## src/rtl/cs_ovr_queue.sv

```systemverilog
// cs_ovr_queue: ModRM/prefix override of a decoded control word,
// buffered in a small FIFO whose head can be replayed for REP strings.
module cs_ovr_queue #(
  parameter int CW_W   = 227,
  parameter int DEPTH  = 4,
  parameter int ITER_W = 8
) (
  input  logic              clk,
  input  logic              rst,
  input  logic              flush,
  input  logic              in_valid,
  output logic              in_ready,
  input  logic [CW_W-1:0]   in_cw,
  input  logic [1:0]        in_size,
  input  logic [1:0]        in_imm_sz,
  input  logic [2:0]        in_r1,
  input  logic [2:0]        in_r2,
  input  logic [2:0]        in_s1,
  input  logic [2:0]        in_s3,
  input  logic [1:0]        in_m1_rw,
  input  logic [5:0]        in_flags,
  input  logic [8:0]        in_pref,
  input  logic [7:0]        in_b2,
  input  logic [7:0]        in_b3,
  output logic              out_valid,
  input  logic              out_ready,
  output logic [CW_W-1:0]   out_cw,
  output logic [1:0]        out_size,
  output logic [1:0]        out_imm_sz,
  output logic [2:0]        out_r1,
  output logic [2:0]        out_r2,
  output logic [2:0]        out_s1,
  output logic [2:0]        out_s3,
  output logic [1:0]        out_m1_rw,
  output logic              out_rep,
  output logic              out_first,
  output logic [ITER_W-1:0] out_iter,
  input  logic              rep_done
);

  localparam int PW = (DEPTH > 1) ? $clog2(DEPTH) : 1;
  localparam int CNW = PW + 1;

  typedef struct packed {
    logic [CW_W-1:0] cw;
    logic [1:0]      size;
    logic [1:0]      imm;
    logic [2:0]      r1;
    logic [2:0]      r2;
    logic [2:0]      s1;
    logic [2:0]      s3;
    logic [1:0]      rw;
    logic            rep;
  } ent_t;

  typedef enum logic {S_HEAD, S_REPL} st_t;

  ent_t              r_mem [DEPTH];
  logic [PW-1:0]     r_wr;
  logic [PW-1:0]     r_rd;
  logic [CNW-1:0]    r_cnt;
  st_t               r_st;
  st_t               w_st_nx;
  logic [ITER_W-1:0] r_iter;
  logic [ITER_W-1:0] w_iter_nx;
  ent_t              w_ent;
  ent_t              w_head;
  logic [7:0]        w_m;
  logic              w_regm;
  logic              w_mod;
  logic              w_push;
  logic              w_pop;
  logic              w_hs;

  assign w_mod  = in_flags[5];
  assign w_m    = in_flags[4] ? in_b3 : in_b2;
  assign w_regm = (w_m[7:6] == 2'b11);

  always_comb begin
    w_ent      = '0;
    w_ent.cw   = in_cw;
    w_ent.rep  = in_pref[8];
    w_ent.size = in_size;
    w_ent.imm  = in_imm_sz;
    if (in_pref[7] && in_size == 2'b10) begin
      w_ent.size = 2'b01;
      w_ent.imm  = 2'b01;
    end
    w_ent.r1 = (w_mod && in_flags[3]) ? w_m[5:3] : in_r1;
    w_ent.s3 = (w_mod && w_regm && in_flags[2]) ? w_m[5:3] : in_s3;
    w_ent.rw = in_m1_rw;
    w_ent.r2 = in_r2;
    if (w_mod && w_regm && (|in_flags[1:0])) begin
      w_ent.rw = 2'b00;
      w_ent.r2 = w_m[2:0];
    end
    w_ent.s1 = in_s1;
    if (w_mod && in_pref[6]) begin
      // scan downward so the lowest set bit wins
      w_ent.s1 = 3'd0;
      for (int k = 5; k >= 0; k--)
        if (in_pref[k]) w_ent.s1 = 3'(k);
    end
  end

  assign in_ready  = (r_cnt != CNW'(DEPTH));
  assign out_valid = (r_cnt != '0);
  assign w_push    = in_valid && in_ready && !flush;
  assign w_hs      = out_valid && out_ready;
  assign w_head    = out_valid ? r_mem[r_rd] : '0;

  always_comb begin
    w_st_nx   = r_st;
    w_iter_nx = r_iter;
    w_pop     = 1'b0;
    if (w_hs) begin
      if (!w_head.rep || rep_done) begin
        w_pop     = 1'b1;
        w_st_nx   = S_HEAD;
        w_iter_nx = '0;
      end else if (r_st == S_HEAD) begin
        w_st_nx   = S_REPL;
        w_iter_nx = ITER_W'(1);
      end else if (r_iter != '1) begin
        w_iter_nx = r_iter + ITER_W'(1);
      end
    end
  end

  always_ff @(posedge clk) begin
    if (rst || flush) begin
      r_wr   <= '0;
      r_rd   <= '0;
      r_cnt  <= '0;
      r_st   <= S_HEAD;
      r_iter <= '0;
    end else begin
      if (w_push) r_wr <= r_wr + PW'(1);
      if (w_pop)  r_rd <= r_rd + PW'(1);
      if (w_push && !w_pop)      r_cnt <= r_cnt + CNW'(1);
      else if (!w_push && w_pop) r_cnt <= r_cnt - CNW'(1);
      r_st   <= w_st_nx;
      r_iter <= w_iter_nx;
    end
  end

  always_ff @(posedge clk) begin
    if (!rst && w_push) r_mem[r_wr] <= w_ent;
  end

  assign out_cw     = w_head.cw;
  assign out_size   = w_head.size;
  assign out_imm_sz = w_head.imm;
  assign out_r1     = w_head.r1;
  assign out_r2     = w_head.r2;
  assign out_s1     = w_head.s1;
  assign out_s3     = w_head.s3;
  assign out_m1_rw  = w_head.rw;
  assign out_rep    = w_head.rep;
  assign out_first  = (r_st == S_HEAD);
  assign out_iter   = r_iter;

endmodule

```

## config.mk

```make
export PLATFORM = sky130hd
export DESIGN_NAME = cs_ovr_queue
export DESIGN_NICKNAME = d
export VERILOG_FILES = /design/src/rtl/cs_ovr_queue.sv
export SDC_FILE = /design/constraint.sdc
export NUM_CORES = 1
export LEC_CHECK = 0
export ABC_AREA = 0
export BUFFER_PORTS_ARGS = -buffer_cell sky130_fd_sc_hd__buf_2
export CORE_MARGIN = 2
export CORE_UTILIZATION = 42
export CTS_CLUSTER_DIAMETER = 100
export DETAILED_ROUTE_END_ITERATION = 6
export PLACE_DENSITY = 0.62
export SYNTH_ARGS = -nofsm -noshare
export SYNTH_HDL_FRONTEND = slang
export SYNTH_SLANG_ARGS = --single-unit
```

## constraint.sdc

```tcl
create_clock -name clk -period 10.17 [get_ports clk]
set_input_delay 1.017 -clock clk [delete_from_list [all_inputs] [get_ports clk]]
set_output_delay 1.017 -clock clk [all_outputs]
set_load 0.05 [all_outputs]
```

==> results.md, run 1 <==
* Via density at 5.25
* Die span in x at 307 um
* Worst hold path startpoint: r_rd[1]
* Clock Skews at 17.5 ps
* Post-synthesis cell type count at 45
* Part of the power in the clock network at 40.9%
* Synth area leader: edfxtp_1
* Post-synth top area share at 76.7%
* Top cells by area, synth: edfxtp_1, mux4_2, and2_1
* Postcts setup bufs at 0
* Drt first-iter violations at 1368
* Die height at 307 um
* CP endpoint kind: output port
* Slowest stage delay, CP at 880 ps
* Crit-path max FO at 113
* Minimum clock period at 4590 ps
* Mapped cell area at 0.0385 mm^2
* Aggregate global routing overflow at 0
* Synth cell count leaders: edfxtp_1, and2_1, mux4_2
* H-tree level count at 3
* RD Place Congestion at 0.805
* Final setup vio count at 0
* CTS tree: yes
* Total Routing Usage GR at 17.6%
* Antenna Nets Post-Route at 0
* Avg Inst Size Synth at 22.3 um^2
* Grt peak-use layer: met2
* Router iterations before antenna repair at 5
* Startpoint types: register
* Net Count, Synth at 2016
* Sequential area share after synthesis at 77.6%
* Achievable frequency at 218 MHz
* Met2 usage at 30.2%
* HP Class: register to register
* DR DRC count at 0
* Yosys warns at 0
* Cell family with the largest share of critical-path delay: buffers and inverters
* Most frequent cell after synthesis: edfxtp_1
* Net Sw Power at 2.10 mW
* Crit-path cells: buf_12 > mux4_2 > and2_1 > buf_2
* Final instance area at 0.0458 mm^2
* Initial Utilization at 42.2%
* Power Density at 199 mW/mm^2
* Cts hold-fix bufs at 0
* Final Hold Viols at 0
* Syn-to-layout area delta at 18.7%
* Pins over their slew limit at 0
* Crit path buf inv count at 2
* Total number of vias at 18800
* Crit path depth at 4
* PortBufs at 538
* Slowest stage cell, crit path: dfxtp_4
* Fraction of layout cells with a size suffix above 1 at 40.7%
* Reg power frac at 50.5%
* Dpl hpwl at 50.7 mm
* TritonCTS buffer count at 103
* Setup TNS at 0 ps
* Rows at 111
* Critical Path AT at 3570 ps
* Async SR Flop Fraction at 0%
* Slew @ Worst Pin at 1380 ps
* Worst R2R Path Depth at 10
* Number of enable flip-flop cells after synthesis at 984
* Headroom to the max-slew limit at 6.62%
* Tot Pwr at 9.10 mW
* Met1 Use GR at 22.0%
* #FFs+latches synth at 1002
* Hold depth at 2
* Combinational share of power at 8.5%
* Setup Crit Path Kind: register to output port
* Reg2reg end: r_cnt[2]
* Clock sinks at 1002
* VDD IR max at 144 uV
* GR Util met3 at 4.60%
* Final Util at 50.2%
* R2R Setup Slk at 6370 ps
* # resized after CTS at 0
* First-pass GRT wire length at 124 mm
* Routed wire per std cell at 23.4 um
* Worst hold margin at 487 ps
* Cell Int Power at 7.01 mW
* CTS root buf: clkbuf_16
* Die Area at 0.0942 mm^2
* Ports at 539
* Vias in the first global route at 19900
* CTS Buffer Depth at 3
* Placed Area at 0.0424 mm^2
* Max-cap violation count at 0
* Core ar. at 0.0912 mm^2
* Largest net degree at the start of global routing at 133
* Initial antenna violation count at 32
* WL final at 83.9 mm
* Main synth FF type: edfxtp_1
* Worst-path clk slew at 60 ps
* Final period util at 45.1%
* Leak at 15.5 nW
* Critical Path RT at 9150 ps
* Worst skew pair latency at 680 ps
* Sw Share at 23.0%
* Outcome: finished clean
* Final #Nets at 2595
* RSZ-0062 raised after global routing: no
* Syn Inst Count at 1727
==> power by group through the flow <==
stage	registers, mW	logic, mW	clock network [mW]
after floorplan	4.69	0.523	0
after global placement	4.68	0.778	0
after detailed placement	4.69	0.788	0
after CTS	4.60	0.790	3.83
after global routing	4.60	0.822	3.98
final	4.60	0.776	3.73
==> worst max-delay path by stage <==
stage                     to
2_1_floorplan    r_mem[0][0]
3_3_place_gp   r_mem[0][111]
3_5_place_dp   r_mem[0][111]
4_1_cts          out_cw[169]
5_1_grt          out_cw[169]
6_report         out_cw[169]
==> area by class of cell <==
class / instances / area, um^2
sequential: 1002 / 29900
multi-input combinational: 627 / 8020
antenna: 11 / 27.5
fill: 7365 / 45500
timing repair buffer: 559 / 2910
tap: 1186 / 1480
clock inverter: 58 / 653
inverter: 13 / 53.8
clock buffer: 125 / 2700
==> state kept, by name, indices dropped and copies added (netlist names), named ones only <==
signal	count
r_rd	2
r_st	1
r_cnt	3
r_wr	2
out_iter	8
r_mem	984
==> cell usage in the layout (no fill, tap or decap), types with 4 or more instances in the layout <==
master,instances
clkinv_1,23
inv_1,12
buf_12,5
and2_1,247
buf_2,538
clkbuf_16,103
and2_4,4
mux4_2,245
edfxtp_1,984
nand4_1,5
nor2_1,14
bufinv_16,13
dfxtp_1,16
nand2_1,16
buf_4,16
nand3_1,11
clkinvlp_4,4
ha_1,6
o21ai_0,8
clkinv_2,10
clkbuf_1,18
mux2_2,12
a21oi_1,11
o221ai_1,4
mux2i_1,6
inv_6,6
diode_2,11
nor3_1,5
clkbuf_8,4
==> per-stage QoR <==
step | std cells | setup slack [ps]
after global placement | 3387 | 5700
after floorplan | 1727 | 2230
final | 3581 | 5580
after global routing | 3577 | 5300
after CTS | 3570 | 5430
after detailed placement | 3387 | 5700
==> worst reg2reg max path, delay by kind of cell, from the launching register on <==
kind | cells | cell delay (ps)
buffers and inverters | 2 | 760
adder cells (fa/ha/maj) | 2 | 540
AO/OA/AOI/OAI | 2 | 600
XOR/XNOR | 1 | 160
flip-flops | 1 | 880
AND/OR/NAND/NOR | 3 | 770
==> layer usage <==
metal  vias to the layer above  routed length, um  share of wire, %
met5                         -                224              0.27
met2                       587              43500                52
li1                       8242                  -                 -
met4                        34               1720               2.1
met3                       137               5440               6.5
met1                      9805              33100                39
==> cell families (layout without fill, tap and decap cells) <==
logic type               Yosys count  in the layout  share of synthesized area (%)
AO/OA/AOI/OAI                     38             38                          0.721
XOR/XNOR                           3              3                         0.0682
other                              0             11                              0
buffers and inverters             98            755                           1.63
adder cells (fa/ha/maj)            7              7                          0.247
AND/OR/NAND/NOR                  315            315                           4.89
flip-flops                      1002           1002                           77.6
multiplexers                     264            264                           14.9
(Power assumes the default switching activity.)
==> inputs of run 2 (changes only) <==
--- a/config.mk
+++ b/config.mk
@@ -5,7 +5,7 @@
 export SDC_FILE = /design/constraint.sdc
 export NUM_CORES = 1
 export LEC_CHECK = 0
-export ABC_AREA = 0
+export ABC_AREA = 1
 export BUFFER_PORTS_ARGS = -buffer_cell sky130_fd_sc_hd__buf_2
 export CORE_MARGIN = 2
 export CORE_UTILIZATION = 42
==> constraint.sdc (replaced) <==
create_clock -name clk -period 4.3 [get_ports clk]
set_input_delay 0.43 -clock clk [delete_from_list [all_inputs] [get_ports clk]]
set_output_delay 0.43 -clock clk [all_outputs]
set_load 0.05 [all_outputs]
==> run 2 against run 1 <==
Effect of this change: setup slack worse by 5000 ps; flip-flop and latch count did not move; clock skew increased by 7.0 ps; critical endpoint is now out_cw[82]; largest cell class unchanged.
==> results.md, run 2 <==
* Rows at 111
* Dpl hpwl at 56.6 mm
* Via density at 5.09
* Total Routing Usage GR at 20.6%
* Clock Skews at 24.5 ps
* Drt first-iter violations at 2167
* Clock sinks at 1002
* Fin cells at 5191
* Worst R2R Path Depth at 13
* Reg2reg end: r_cnt[2]
* Worst Hold End: r_mem[0][15]
* Critical Path RT at 3870 ps
* Most frequent cell after synthesis: nor2_1
* RSZ-0062 raised after global routing: no
* Achievable frequency at 268 MHz
* RD Place Congestion at 0.823
* Placed insts at 4757
* Largest net degree at the start of global routing at 195
* Minimum clock period at 3730 ps
* Mapped cell area at 0.0391 mm^2
* Async SR Flop Fraction at 0%
* H-tree level count at 3
* Post-synth top area share at 75.5%
* Net Count, Synth at 3411
* Post-synthesis cell type count at 37
* CTS Buffer Depth at 3
* Die Area at 0.0957 mm^2
* Commonest non-fill, non-tap cell in the layout: nor2_1
* Pins over their slew limit at 0
* Leak at 17.8 nW
* Postcts setup bufs at 0
* Final Hold Viols at 0
* Setup Crit Path Kind: register to output port
* VDD IR max at 368 uV
* Outcome: finished clean
* Initial antenna violation count at 22
* Syn Inst Count at 3122
* Number of enable flip-flop cells after synthesis at 984
* Most flops, register: r_mem
* Avg Inst Size Synth at 12.5 um^2
* R2R Setup Slk at 1400 ps
* Vias in the first global route at 25500
* #FFs+latches synth at 1002
* Final period util at 86.7%
* Slowest stage cell, crit path: dfxtp_4
* Headroom to the max-slew limit at 22.2%
* TritonCTS buffer count at 105
* Power Density at 448 mW/mm^2
* Yosys warns at 0
* Synth area leader: edfxtp_1
* Placed Area at 0.0433 mm^2
* Final setup vio count at 0
* Filler cell count at 7716
* Final instance area at 0.0489 mm^2
* Hold depth at 2
* Antenna Nets Post-Route at 0
* Routed wire per std cell at 19.6 um
* Final #Nets at 4139
* Footprint of the multi-input gates at 0.00830 mm^2
* Number of flip-flops in the largest register at 984
* Setup TNS at 0 ps
* Crit-path max FO at 159
* Router iterations before antenna repair at 5
* HP Class: input port to register
* Main synth FF type: edfxtp_1
* Worst skew pair latency at 700 ps
* Slew @ Worst Pin at 1170 ps
* Synth cell count leaders: nor2_1, edfxtp_1, o21ai_0
* Core ar. at 0.0921 mm^2
* Max-cap violation count at 0
* Total number of vias at 26400
* Sequential cell area at 0.0299 mm^2
* Fraction of layout cells with a size suffix above 1 at 19.4%
* First-pass GRT wire length at 151 mm
* Top cells by area, synth: edfxtp_1, nor2_1, o21ai_0
* Die span in x at 309 um
* CTS tree: yes
* DR DRC count at 0
* CTS root buf: clkbuf_16
* Worst-path clk slew at 60 ps
* WL final at 102 mm
* Critical Path AT at 3300 ps
* Ports at 539
* Worst hold path startpoint: in_imm_sz[0]
* CP endpoint kind: output port
* Slowest stage delay, CP at 810 ps
* Initial Utilization at 42.5%
* Commonest non-fill, non-tap cells in the layout: nor2_1, edfxtp_1, buf_2
* PortBufs at 538
* Startpoint types: register
* Syn-to-layout area delta at 25.0%
* Sequential area share after synthesis at 76.4%
* Aggregate global routing overflow at 0
* Crit-path cells: inv_8 > buf_12 > nor2_1 > o21ai_0 > a21oi_1 > buf_2
* Die height at 309 um
## run 2: cell count changes in the layout (fill, tap and decap cells not counted), sizes merged, moves of 32 or more
cell         delta
mux4          -245
dlygate4sd3   +229
nand2          +32
o21ai         +495
and2          -251
nor2         +1006
a21oi         +248
## run 2: cells by family (layout without fill, tap and decap cells)
| group | Yosys count | after routing | share of synthesized area [%] |
|---|---|---|---|
| compound gates | 775 | 775 | 10.0 |
| other cells | 0 | 16 | 0 |
| flops | 1002 | 1002 | 76.4 |
| simple gates | 1099 | 1099 | 10.8 |
| xor+xnor | 1 | 1 | 0.0224 |
| buf+inv | 238 | 1048 | 2.57 |
| fa+ha+maj | 7 | 7 | 0.243 |
## run 2: power breakdown
part,switching [mW],internal (mW),leakage (nW),total (mW)
Combinational,1.78,0.587,7.13,2.37
Clock,3.68,4.98,1.62,8.67
Sequential,0.0310,10.9,9.04,10.9
## run 2: cell type report
type / instances / share of cell area, %
Sequential cell: 1002 / 61.1
Tap cell: 1243 / 3.18
Clock buffer: 135 / 5.68
Timing Repair Buffer: 813 / 11.6
Antenna cell: 16 / 0.0818
Clock inverter: 54 / 1.02
Multi-Input combinational cell: 1882 / 17.0
Inverter: 46 / 0.394
## run 2: how the worst max path moves through the flow
| stage | from | endpoint | slack (ps) | cells past startpoint |
|---|---|---|---|---|
| 2_1_floorplan | r_cnt[0] | r_mem[0][0] | -580 | 4 |
| 3_3_place_gp | register | out_cw[82] | 1330 | 6 |
| 3_5_place_dp | register | out_cw[82] | 1300 | 6 |
| 4_1_cts | register | out_cw[82] | 570 | 6 |
| 5_1_grt | register | out_cw[136] | 370 | 6 |
| 6_report | register | out_cw[82] | 570 | 6 |
## run 2: repair_timing
item,CTS,global route
endpoints found under the hold margin,916,0
gates resized for setup,0,0
hold buffers,229,0
## run 2: worst max-delay path, delay by kind of cell (launching register included)
| family | cells | cell delay [ps] |
|---|---|---|
| AND/OR/NAND/NOR | 1 | 220 |
| buffers and inverters | 3 | 960 |
| flip-flops | 1 | 810 |
| AO/OA/AOI/OAI | 2 | 420 |
## run 2: per-stage QoR
step                      hold slack (ps)  setup WS, ps  util, %  power [mW]
after global placement                449          1330     47.1        13.3
final                                63.4           572     53.1        21.9
after detailed placement              462          1300     47.1        13.3
after CTS                            17.2           569     53.1        22.1
after floorplan                       433          -580        -        12.5
after global routing                 48.9           370     53.1        22.6
## run 2: layer usage
metal | part of all wire (%) | GRT usage [%] | vias up
met5 | 0.080 | 0 | -
met4 | 3.6 | 8.78 | 14
met3 | 7.2 | 5.62 | 201
met2 | 49 | 34.3 | 846
met1 | 40 | 25.3 | 12800
li1 | - | - | 12600
